--- src/rtl/ultrasonic_ranger_if.sv ---
`default_nettype none
// ==================================================================
// Module   : ultrasonic_ranger_if -- sensor pins and measurement results
// Revision : 1.0
// ==================================================================
interface ultrasonic_ranger_if #(
  parameter int CNT_W = 24
);
  logic             enable;
  logic             echo_in;
  logic             trig_out;
  logic [CNT_W-1:0] dist_cycles;
  logic             valid;
  logic             timeout;
  logic             busy;

  // master is the ranger itself; slave is the register/sensor side
  modport master (
    input  enable, echo_in,
    output trig_out, dist_cycles, valid, timeout, busy
  );

  modport slave (
    output enable, echo_in,
    input  trig_out, dist_cycles, valid, timeout, busy
  );
endinterface
`default_nettype wire

--- src/rtl/ultrasonic_ranger.sv ---
`default_nettype none
// ==================================================================
// Module   : ultrasonic_ranger -- periodic trigger, echo width timer
// Revision : 1.0
// ==================================================================
module ultrasonic_ranger #(
  parameter int TRIG_CYCLES    = 1000,
  parameter int PERIOD_CYCLES  = 6000000,
  parameter int TIMEOUT_CYCLES = 3000000,
  parameter int CNT_W          = 24
) (
  input  wire logic           mclk,
  input  wire logic           rst_n,
  ultrasonic_ranger_if.master bus
);

  typedef enum logic [2:0] {
    S_IDLE      = 3'd0,
    S_TRIG      = 3'd1,
    S_WAIT_RISE = 3'd2,
    S_MEASURE   = 3'd3,
    S_HOLDOFF   = 3'd4
  } state_t;

  localparam logic [CNT_W-1:0] C_TRIG_LAST   = CNT_W'(TRIG_CYCLES - 1);
  localparam logic [CNT_W-1:0] C_WAIT_LAST   = CNT_W'(TIMEOUT_CYCLES - 1);
  localparam logic [CNT_W-1:0] C_WIDTH_MAX   = CNT_W'(TIMEOUT_CYCLES);
  localparam logic [CNT_W-1:0] C_PERIOD_LAST = CNT_W'(PERIOD_CYCLES - 1);
  localparam logic [CNT_W-1:0] C_ONE         = CNT_W'(1);

  state_t           r_state;
  state_t           w_state_nxt;
  logic             w_valid_nxt;
  logic             w_timeout_nxt;
  logic             w_rise;
  logic             r_echo_prev;
  logic             r_trig;
  logic             r_valid;
  logic             r_timeout;
  logic [CNT_W-1:0] r_dist;
  logic [CNT_W-1:0] r_trig_cnt;
  logic [CNT_W-1:0] r_wait_cnt;
  logic [CNT_W-1:0] r_width_cnt;
  logic [CNT_W-1:0] r_period_cnt;

  assign w_rise = bus.echo_in & ~r_echo_prev;

  always_ff @(posedge mclk or negedge rst_n) begin
    if (!rst_n) begin
      r_state <= S_IDLE;
    end else begin
      r_state <= w_state_nxt;
    end
  end

  always_comb begin
    w_state_nxt   = r_state;
    w_valid_nxt   = 1'b0;
    w_timeout_nxt = 1'b0;
    case (r_state)
      S_IDLE: begin
        if (bus.enable) w_state_nxt = S_TRIG;
      end
      S_TRIG: begin
        if (r_trig_cnt == C_TRIG_LAST) w_state_nxt = S_WAIT_RISE;
      end
      S_WAIT_RISE: begin
        // an echo already high on entry never produces a rise, so it times out
        if (w_rise) begin
          w_state_nxt = S_MEASURE;
        end else if (r_wait_cnt == C_WAIT_LAST) begin
          w_timeout_nxt = 1'b1;
          w_state_nxt   = S_HOLDOFF;
        end
      end
      S_MEASURE: begin
        if (!bus.echo_in) begin
          w_valid_nxt = 1'b1;
          w_state_nxt = S_HOLDOFF;
        end else if (r_width_cnt == C_WIDTH_MAX) begin
          w_timeout_nxt = 1'b1;
          w_state_nxt   = S_HOLDOFF;
        end
      end
      S_HOLDOFF: begin
        if (r_period_cnt == C_PERIOD_LAST) w_state_nxt = bus.enable ? S_TRIG : S_IDLE;
      end
      default: begin
        w_state_nxt = S_IDLE;
      end
    endcase
  end

  always_ff @(posedge mclk or negedge rst_n) begin
    if (!rst_n) begin
      r_echo_prev  <= 1'b0;
      r_trig       <= 1'b0;
      r_valid      <= 1'b0;
      r_timeout    <= 1'b0;
      r_dist       <= '0;
      r_trig_cnt   <= '0;
      r_wait_cnt   <= '0;
      r_width_cnt  <= '0;
      r_period_cnt <= '0;
    end else begin
      r_echo_prev <= bus.echo_in;
      r_trig      <= (w_state_nxt == S_TRIG);
      r_valid     <= w_valid_nxt;
      r_timeout   <= w_timeout_nxt;
      if (w_valid_nxt) r_dist <= r_width_cnt;

      r_trig_cnt <= (r_state == S_TRIG && w_state_nxt == S_TRIG) ? r_trig_cnt + C_ONE : '0;
      r_wait_cnt <= (r_state == S_WAIT_RISE && w_state_nxt == S_WAIT_RISE) ? r_wait_cnt + C_ONE : '0;

      // the cycle that produced the rise is already one high sample
      if (w_state_nxt == S_MEASURE) begin
        r_width_cnt <= (r_state == S_MEASURE) ? r_width_cnt + C_ONE : C_ONE;
      end else begin
        r_width_cnt <= '0;
      end

      if (w_state_nxt == S_TRIG && r_state != S_TRIG) begin
        r_period_cnt <= '0;
      end else if (r_state != S_IDLE) begin
        r_period_cnt <= r_period_cnt + C_ONE;
      end
    end
  end

  assign bus.trig_out    = r_trig;
  assign bus.dist_cycles = r_dist;
  assign bus.valid       = r_valid;
  assign bus.timeout     = r_timeout;
  assign bus.busy        = (r_state != S_IDLE);

endmodule
`default_nettype wire

--- src/flat_wrapper.sv ---
// flat-port wrapper written by rule: the top's interface ports become plain ports
module ultrasonic_ranger_flat 
#(
  parameter int TRIG_CYCLES    = 1000,
  parameter int PERIOD_CYCLES  = 6000000,
  parameter int TIMEOUT_CYCLES = 3000000,
  parameter int CNT_W          = 24
)
  (mclk, rst_n, bus_enable, bus_echo_in, bus_trig_out, bus_dist_cycles, bus_valid, bus_timeout, bus_busy);
  ultrasonic_ranger_if #(.CNT_W(CNT_W)) bus_i ();
  input  wire logic mclk;
  input  wire logic rst_n;
  input wire logic [$bits(bus_i.enable)-1:0] bus_enable;
  input wire logic [$bits(bus_i.echo_in)-1:0] bus_echo_in;
  output wire logic [$bits(bus_i.trig_out)-1:0] bus_trig_out;
  output wire logic [$bits(bus_i.dist_cycles)-1:0] bus_dist_cycles;
  output wire logic [$bits(bus_i.valid)-1:0] bus_valid;
  output wire logic [$bits(bus_i.timeout)-1:0] bus_timeout;
  output wire logic [$bits(bus_i.busy)-1:0] bus_busy;
  assign bus_i.enable = bus_enable;
  assign bus_i.echo_in = bus_echo_in;
  assign bus_trig_out = bus_i.trig_out;
  assign bus_dist_cycles = bus_i.dist_cycles;
  assign bus_valid = bus_i.valid;
  assign bus_timeout = bus_i.timeout;
  assign bus_busy = bus_i.busy;
  ultrasonic_ranger #(.TRIG_CYCLES(TRIG_CYCLES), .PERIOD_CYCLES(PERIOD_CYCLES), .TIMEOUT_CYCLES(TIMEOUT_CYCLES), .CNT_W(CNT_W)) u_core (.mclk(mclk), .rst_n(rst_n), .bus(bus_i));
endmodule
--- config.mk ---
export PLATFORM = sky130hd
export DESIGN_NAME = ultrasonic_ranger_flat
export DESIGN_NICKNAME = d
export VERILOG_FILES = /design/src/rtl/ultrasonic_ranger_if.sv /design/src/rtl/ultrasonic_ranger.sv /design/src/flat_wrapper.sv
export SDC_FILE = /design/constraint.sdc
export NUM_CORES = 1
export LEC_CHECK = 0
export ABC_CLOCK_PERIOD_IN_PS = 3480
export BUFFER_PORTS_ARGS = -buffer_cell sky130_fd_sc_hd__buf_2
export CORE_AREA = 2 2 101 103
export CTS_BUF_LIST = sky130_fd_sc_hd__clkbuf_16
export CTS_CLUSTER_DIAMETER = 30
export DETAILED_ROUTE_END_ITERATION = 6
export DIE_AREA = 0 0 103 105
export GPL_TIMING_DRIVEN = 0
export PLACE_DENSITY = 0.83
export SETUP_SLACK_MARGIN = 0.05
export SLEW_MARGIN = 10
export SYNTH_ARGS = -nofsm -noshare
export SYNTH_HDL_FRONTEND = slang
export SYNTH_SLANG_ARGS = --single-unit
--- constraint.sdc ---
create_clock -name mclk -period 3.48 [get_ports mclk]
set_input_delay 0 -clock mclk [delete_from_list [all_inputs] [get_ports mclk]]
set_output_delay 0 -clock mclk [all_outputs]
set_load 0.02 [all_outputs]
Yosys cells after proc, flatten, opt, wreduce, memory -nomap -nowiden. Cells that the tools add are included.

Bits in registers: 127. Latch bits: 0. Memory bits (writable): 0. ROM bits: 0. Output and inout bits: 28. Word-level logic and storage cells: 56. Memories kept: 0.

Add/sub/neg operators: 4. $mul: 0. Divide/modulo/power cells: 0. Magnitude comparators: 0. Eq/ne operators: 12. Shift operators: 0. Multiplexer cells: 22. Bitwise logic cells: 2. Reduce and logical (&&, ||, !) cells: 6.

Operator list (count): 24-bit 2-to-1 mux (6); 24-bit by 1-bit adder with 24-bit output (second input constant) (4); 24-bit by 22-bit == test with 1-bit output (second input constant) (2); 24-bit by 10-bit == test with 1-bit output (second input constant) (1); 24-bit by 23-bit == test with 1-bit output (second input constant) (1); 3-bit 2-to-1 mux (7); 3-bit case mux with 5 select lines (1); 3-bit by 2-bit == test with 1-bit output (second input constant) (4); 1-bit 2-to-1 mux (7); 3-bit by 1-bit == test with 1-bit output (second input constant) (2); 3-bit == test (second input constant) (1); 1-bit logical AND (3); 3-bit logical NOT (1); 3-bit by 1-bit inequality test with 1-bit output (second input constant) (1); 3-bit nonzero test (1); 1-bit case mux with 2 select lines (1); 2-bit nonzero test (1); 1-bit bitwise AND (1); 1-bit inverter (1).

Logic depth before layout (Yosys ltp).
Word-level depth: 7. Gate-level depth with buffers: 8.

Worst setup path before layout. No wires, ideal clock.

Path kind: reg-to-reg. From: register u_core.r_period_cnt[14]. To: register u_core.r_period_cnt[19]. Library setup time: 0.121 ns. Arrival time: 1.778 ns. Setup slack: 1.581 ns. Cell stages (with the launch flop): 7. Buffers on the path: 1. Period minus slack after synthesis: 1.899 ns. Cell sequence: dfrtp_1 -> or4b_1 -> nor4_1 -> a21oi_1 -> buf_6 -> a21o_1 -> a22o_1.

Word-level cells in the longest chain between the ends: 6. Elaborated cells on any way between the ends: 9. Those cells by class: 1 x add/sub; 2 x eq/ne; 4 x mux; 2 x reduce/logical.

RTL lines: start, declared (RTL line ultrasonic_ranger.sv:44) `logic [CNT_W-1:0] r_period_cnt;`; start signal, assigned (RTL line ultrasonic_ranger.sv:125) `r_period_cnt <= r_period_cnt + C_ONE;`; 24-bit by 23-bit == test with 1-bit output (RTL line ultrasonic_ranger.sv:86) `if (r_period_cnt == C_PERIOD_LAST) w_state_nxt = bus.enable ? S_TRIG : S_IDLE;`; 3-bit 2-to-1 mux (RTL line ultrasonic_ranger.sv:86); 3-bit case mux with 5 select lines (RTL line ultrasonic_ranger.sv:60) `case (r_state)`; 3-bit by 1-bit == test with 1-bit output (RTL line ultrasonic_ranger.sv:122) `if (w_state_nxt == S_TRIG && r_state != S_TRIG) begin`; 1-bit logical AND (RTL line ultrasonic_ranger.sv:122); 24-bit 2-to-1 mux / 2-bit nonzero test (equally long branches).

Several ways; a longest one is shown, not always the timed one. The select of a mux whose other input is x is not followed. A chain may end at the register's enable or synchronous reset.

Worst setup path in the final report.
From: register u_core.r_period_cnt[8]. To: register u_core.r_period_cnt[17].

The elaborated chain is that of the path after synthesis.

==> flow_metrics.env <==
export IMPL_status="finished, final reports clean"
export IMPL_powerDensity_nw_per_um2=537.8
export IMPL_overflow=0
export IMPL_initial_core_util_pct=63.66
export IMPL_wl_per_cell_microns=16.01
export IMPL_cts_resized=0
export IMPL_ys_seq_area_share_pct=51.79
export IMPL_die_width_microns=103
export IMPL_finalClockSkew_ns=0.01452
export IMPL_synth_area_per_cell_sq_um=10.19
export IMPL_num_rows=36
export IMPL_synth_ff_type="dfrtp_1"
export IMPL_avgViaCountPerCell=5.921
export IMPL_synthSimpleGateAreaFrac_pct=25.24
export IMPL_ys_ff_latch=127
export IMPL_switchingPower_uw=981.0
export IMPL_synth_area_mux_share_pct=4.588
export IMPL_vias=4737
export IMPL_drt_iter0_drc=265
export IMPL_clk_path_buf_depth=2
export IMPL_worst_pin_slew_ns=0.6539
export IMPL_post_route_period_util_pct=64.64
export IMPL_finalSetupViolCount=0
export IMPL_fmax_mhz=444.5
export IMPL_ys_top_cells_by_area="dfrtp_1 (52%), nor2_1 (6.5%), xor2_1 (6.4%)"
export IMPL_drive_above_1_share_pct=15.29
export IMPL_p_clk_share_pct=44.4
export IMPL_cp_start_kind="register"
export IMPL_drc=0
export IMPL_grt_start_max_net_pins=83
export IMPL_finalHoldWorstSlack_ns=0.07421
export IMPL_first_global_vias=4761
export IMPL_io_buffers=31
export IMPL_syn_nets=611
export IMPL_hold_viol_final=0
export IMPL_max_cap_viol_count=0
export IMPL_cts_root_buf="clkbuf_16"
export IMPL_syn_area_sq_um=6136
export IMPL_gp_congestion=0.9039
export IMPL_synth_area_leader_cell="dfrtp_1"
export IMPL_coreArea_sq_um=9639
export IMPL_synthXorXnorAreaFrac_pct=10.99
export IMPL_synth_top_family_by_area="simple AND/OR/NAND/NOR gates"
export IMPL_switching_share_pct=25.80
export IMPL_synth_compound_area_share_pct=3.874
export IMPL_die_area_sq_um=10820
export IMPL_worstPathRequired_ns=3.77
export IMPL_max_vdd_ir_drop_mv=0.3472
export IMPL_htreeDepth=4
export IMPL_hold_class="in2async"
export IMPL_finalMaxSlewViolations=0
export IMPL_worstPathMaxFanout=10
export IMPL_grt_usage_pct=25.96
export IMPL_clkSinkCount=127
export IMPL_async_reset_ff_share_pct=100.0
export IMPL_path_class="reg2reg"
export IMPL_fillers=680
export IMPL_period_minus_slack_ns=2.249
export IMPL_die_h_microns=105
export IMPL_rsz0062_at_grt="no"
export IMPL_yosysTopAreaCellShare_pct=51.79
export IMPL_end_kind="register"
export IMPL_hpwl_microns=8586
export IMPL_final_common_cell="dfrtp_1"
export IMPL_clkSlewWorstSetupHoldPaths_ns=0.06
export IMPL_clock_latency_ns=0.43
export IMPL_ant_nets=0
export IMPL_drt_pass1_iterations=6
export IMPL_synthDistinctLibCells=53
export IMPL_nNetsFinal=664
export IMPL_cts_buffers=17
export IMPL_arrival_ns=2.54
export IMPL_synth_edf_count=0
export IMPL_power_leakage_uw=0.003149
export IMPL_finalSetupTns_ns=0
export IMPL_syn_inst=602
export IMPL_syn2layout_area_growth_pct=15.23
export IMPL_grt_antenna_before_repair=0
export IMPL_seq_power_share_pct=44.2
export IMPL_n_antenna_cell=0
export IMPL_yosysWarnings=0
export IMPL_mostFrequentLayoutCells="dfrtp_1 (127), nor2_1 (106), xor2_1 (45)"
export IMPL_io_pins=32
export IMPL_internal_power_uw=2821
export IMPL_routed_wl_microns=12810
export IMPL_cts_tree="yes"
export IMPL_synth_fa_ha_area_share_pct=1.020
export IMPL_grt_pass1_wl_microns=22020
export IMPL_maxSlewHeadroom_pct=56.04
export IMPL_combPwrFrac_pct=11.4
## final timing paths
check / startpoint / to / slack (ns) / cells after the start
max in group asynchronous: rst_n / u_core.r_trig_cnt[12] / 2.67 / 3
max reg2reg: u_core.r_period_cnt[8] / u_core.r_period_cnt[17] / 1.23 / 7
max: u_core.r_period_cnt[8] / u_core.r_period_cnt[17] / 1.23 / 7
min: rst_n / u_core.bus.dist_cycles[1] / 0.07 / 2
min reg2reg: u_core.r_trig_cnt[0] / u_core.r_trig_cnt[0] / 0.49 / 1
min in group mclk: bus_enable / u_core.r_period_cnt[0] / 0.08 / 3
## power by group through the flow
stage                     clock network (uW)  logic, uW  registers, uW
after floorplan                            0        301           1680
after global placement                     0        396           1690
after detailed placement                   0        425           1700
after CTS                               1710        432           1680
after global routing                    1770        485           1690
final                                   1690        433           1680
## logic make-up after synthesis
kind of cell	Yosys count
flip-flops	127
buffers and inverters	34
XOR/XNOR	77
AND/OR/NAND/NOR	298
multiplexers	25
AO/OA/AOI/OAI	36
adder cells (fa/ha/maj)	5
## registers in the layout, indices dropped and copies added (netlist names)
signal	flops
u_core.r_state	3
u_core.r_echo_prev	1
u_core.bus.dist_cycles	24
u_core.bus.timeout	1
u_core.bus.trig_out	1
u_core.r_width_cnt	24
u_core.r_trig_cnt	24
u_core.bus.valid	1
u_core.r_wait_cnt	24
u_core.r_period_cnt	24
## area by class of cell
type	instances	area, sq um	share of cell area, %
buffer	21	103.9	1.469
clock inverter	14	133.9	1.893
inverter	13	48.80	0.6901
sequential	127	3178	44.95
clock buffer	17	425.4	6.017
tap	133	166.4	2.354
timing repair buffer	34	209.0	2.955
multi-input combinational	441	2805	39.67
## metal layers
layer  global-route usage [%]  wire length, microns
met4                    10.53                   221
met1                    33.51                  5494
met5                        0                     0
met3                    6.555                   560
met2                    41.56                  6531
## cells in the mapped netlist (all sizes together), types with 6 or more instances
cell    number
inv         12
a21oi        6
nor3        12
nand3       36
clkbuf      11
xnor2       32
mux2        25
xor2        45
and3        19
and4         9
dfrtp      127
nand4       25
nand2       45
nor4        17
a31oi       14
nor4b        6
buf         10
nor2       106
## per-stage QoR
stage                     cell area (sq um)  worst slack, ns  std cells  utilization (%)  total power (uW)
after floorplan                        6136            1.581        602                -              1977
after global placement                 6457           0.8899        766            66.99              2088
after detailed placement               6491            1.255        767            67.34              2125
after CTS                              7071            1.243        800            73.35              3816
after global routing                   7071            1.051        800            73.35              3945
final                                  7071            1.231        800            73.35              3802
## critical path, cell delays in order, from the launching register on
cell and delay (ns):
dfrtp_1 0.33, clkbuf_1 0.26, inv_1 0.08, nor4_1 0.29, nand3_1 0.18, a21oi_1 0.56
buf_2 0.35, nor2_1 0.08
## repair_timing
| action | 4_1_cts | 5_1_grt |
|---|---|---|
| endpoints found under the hold margin | 130 | 0 |
| buffers inserted | 0 | 0 |
| setup endpoints to repair | 0 | 0 |
| hold buffers | 2 | 0 |
No activity file was read; power rests on OpenSTA's default activity.
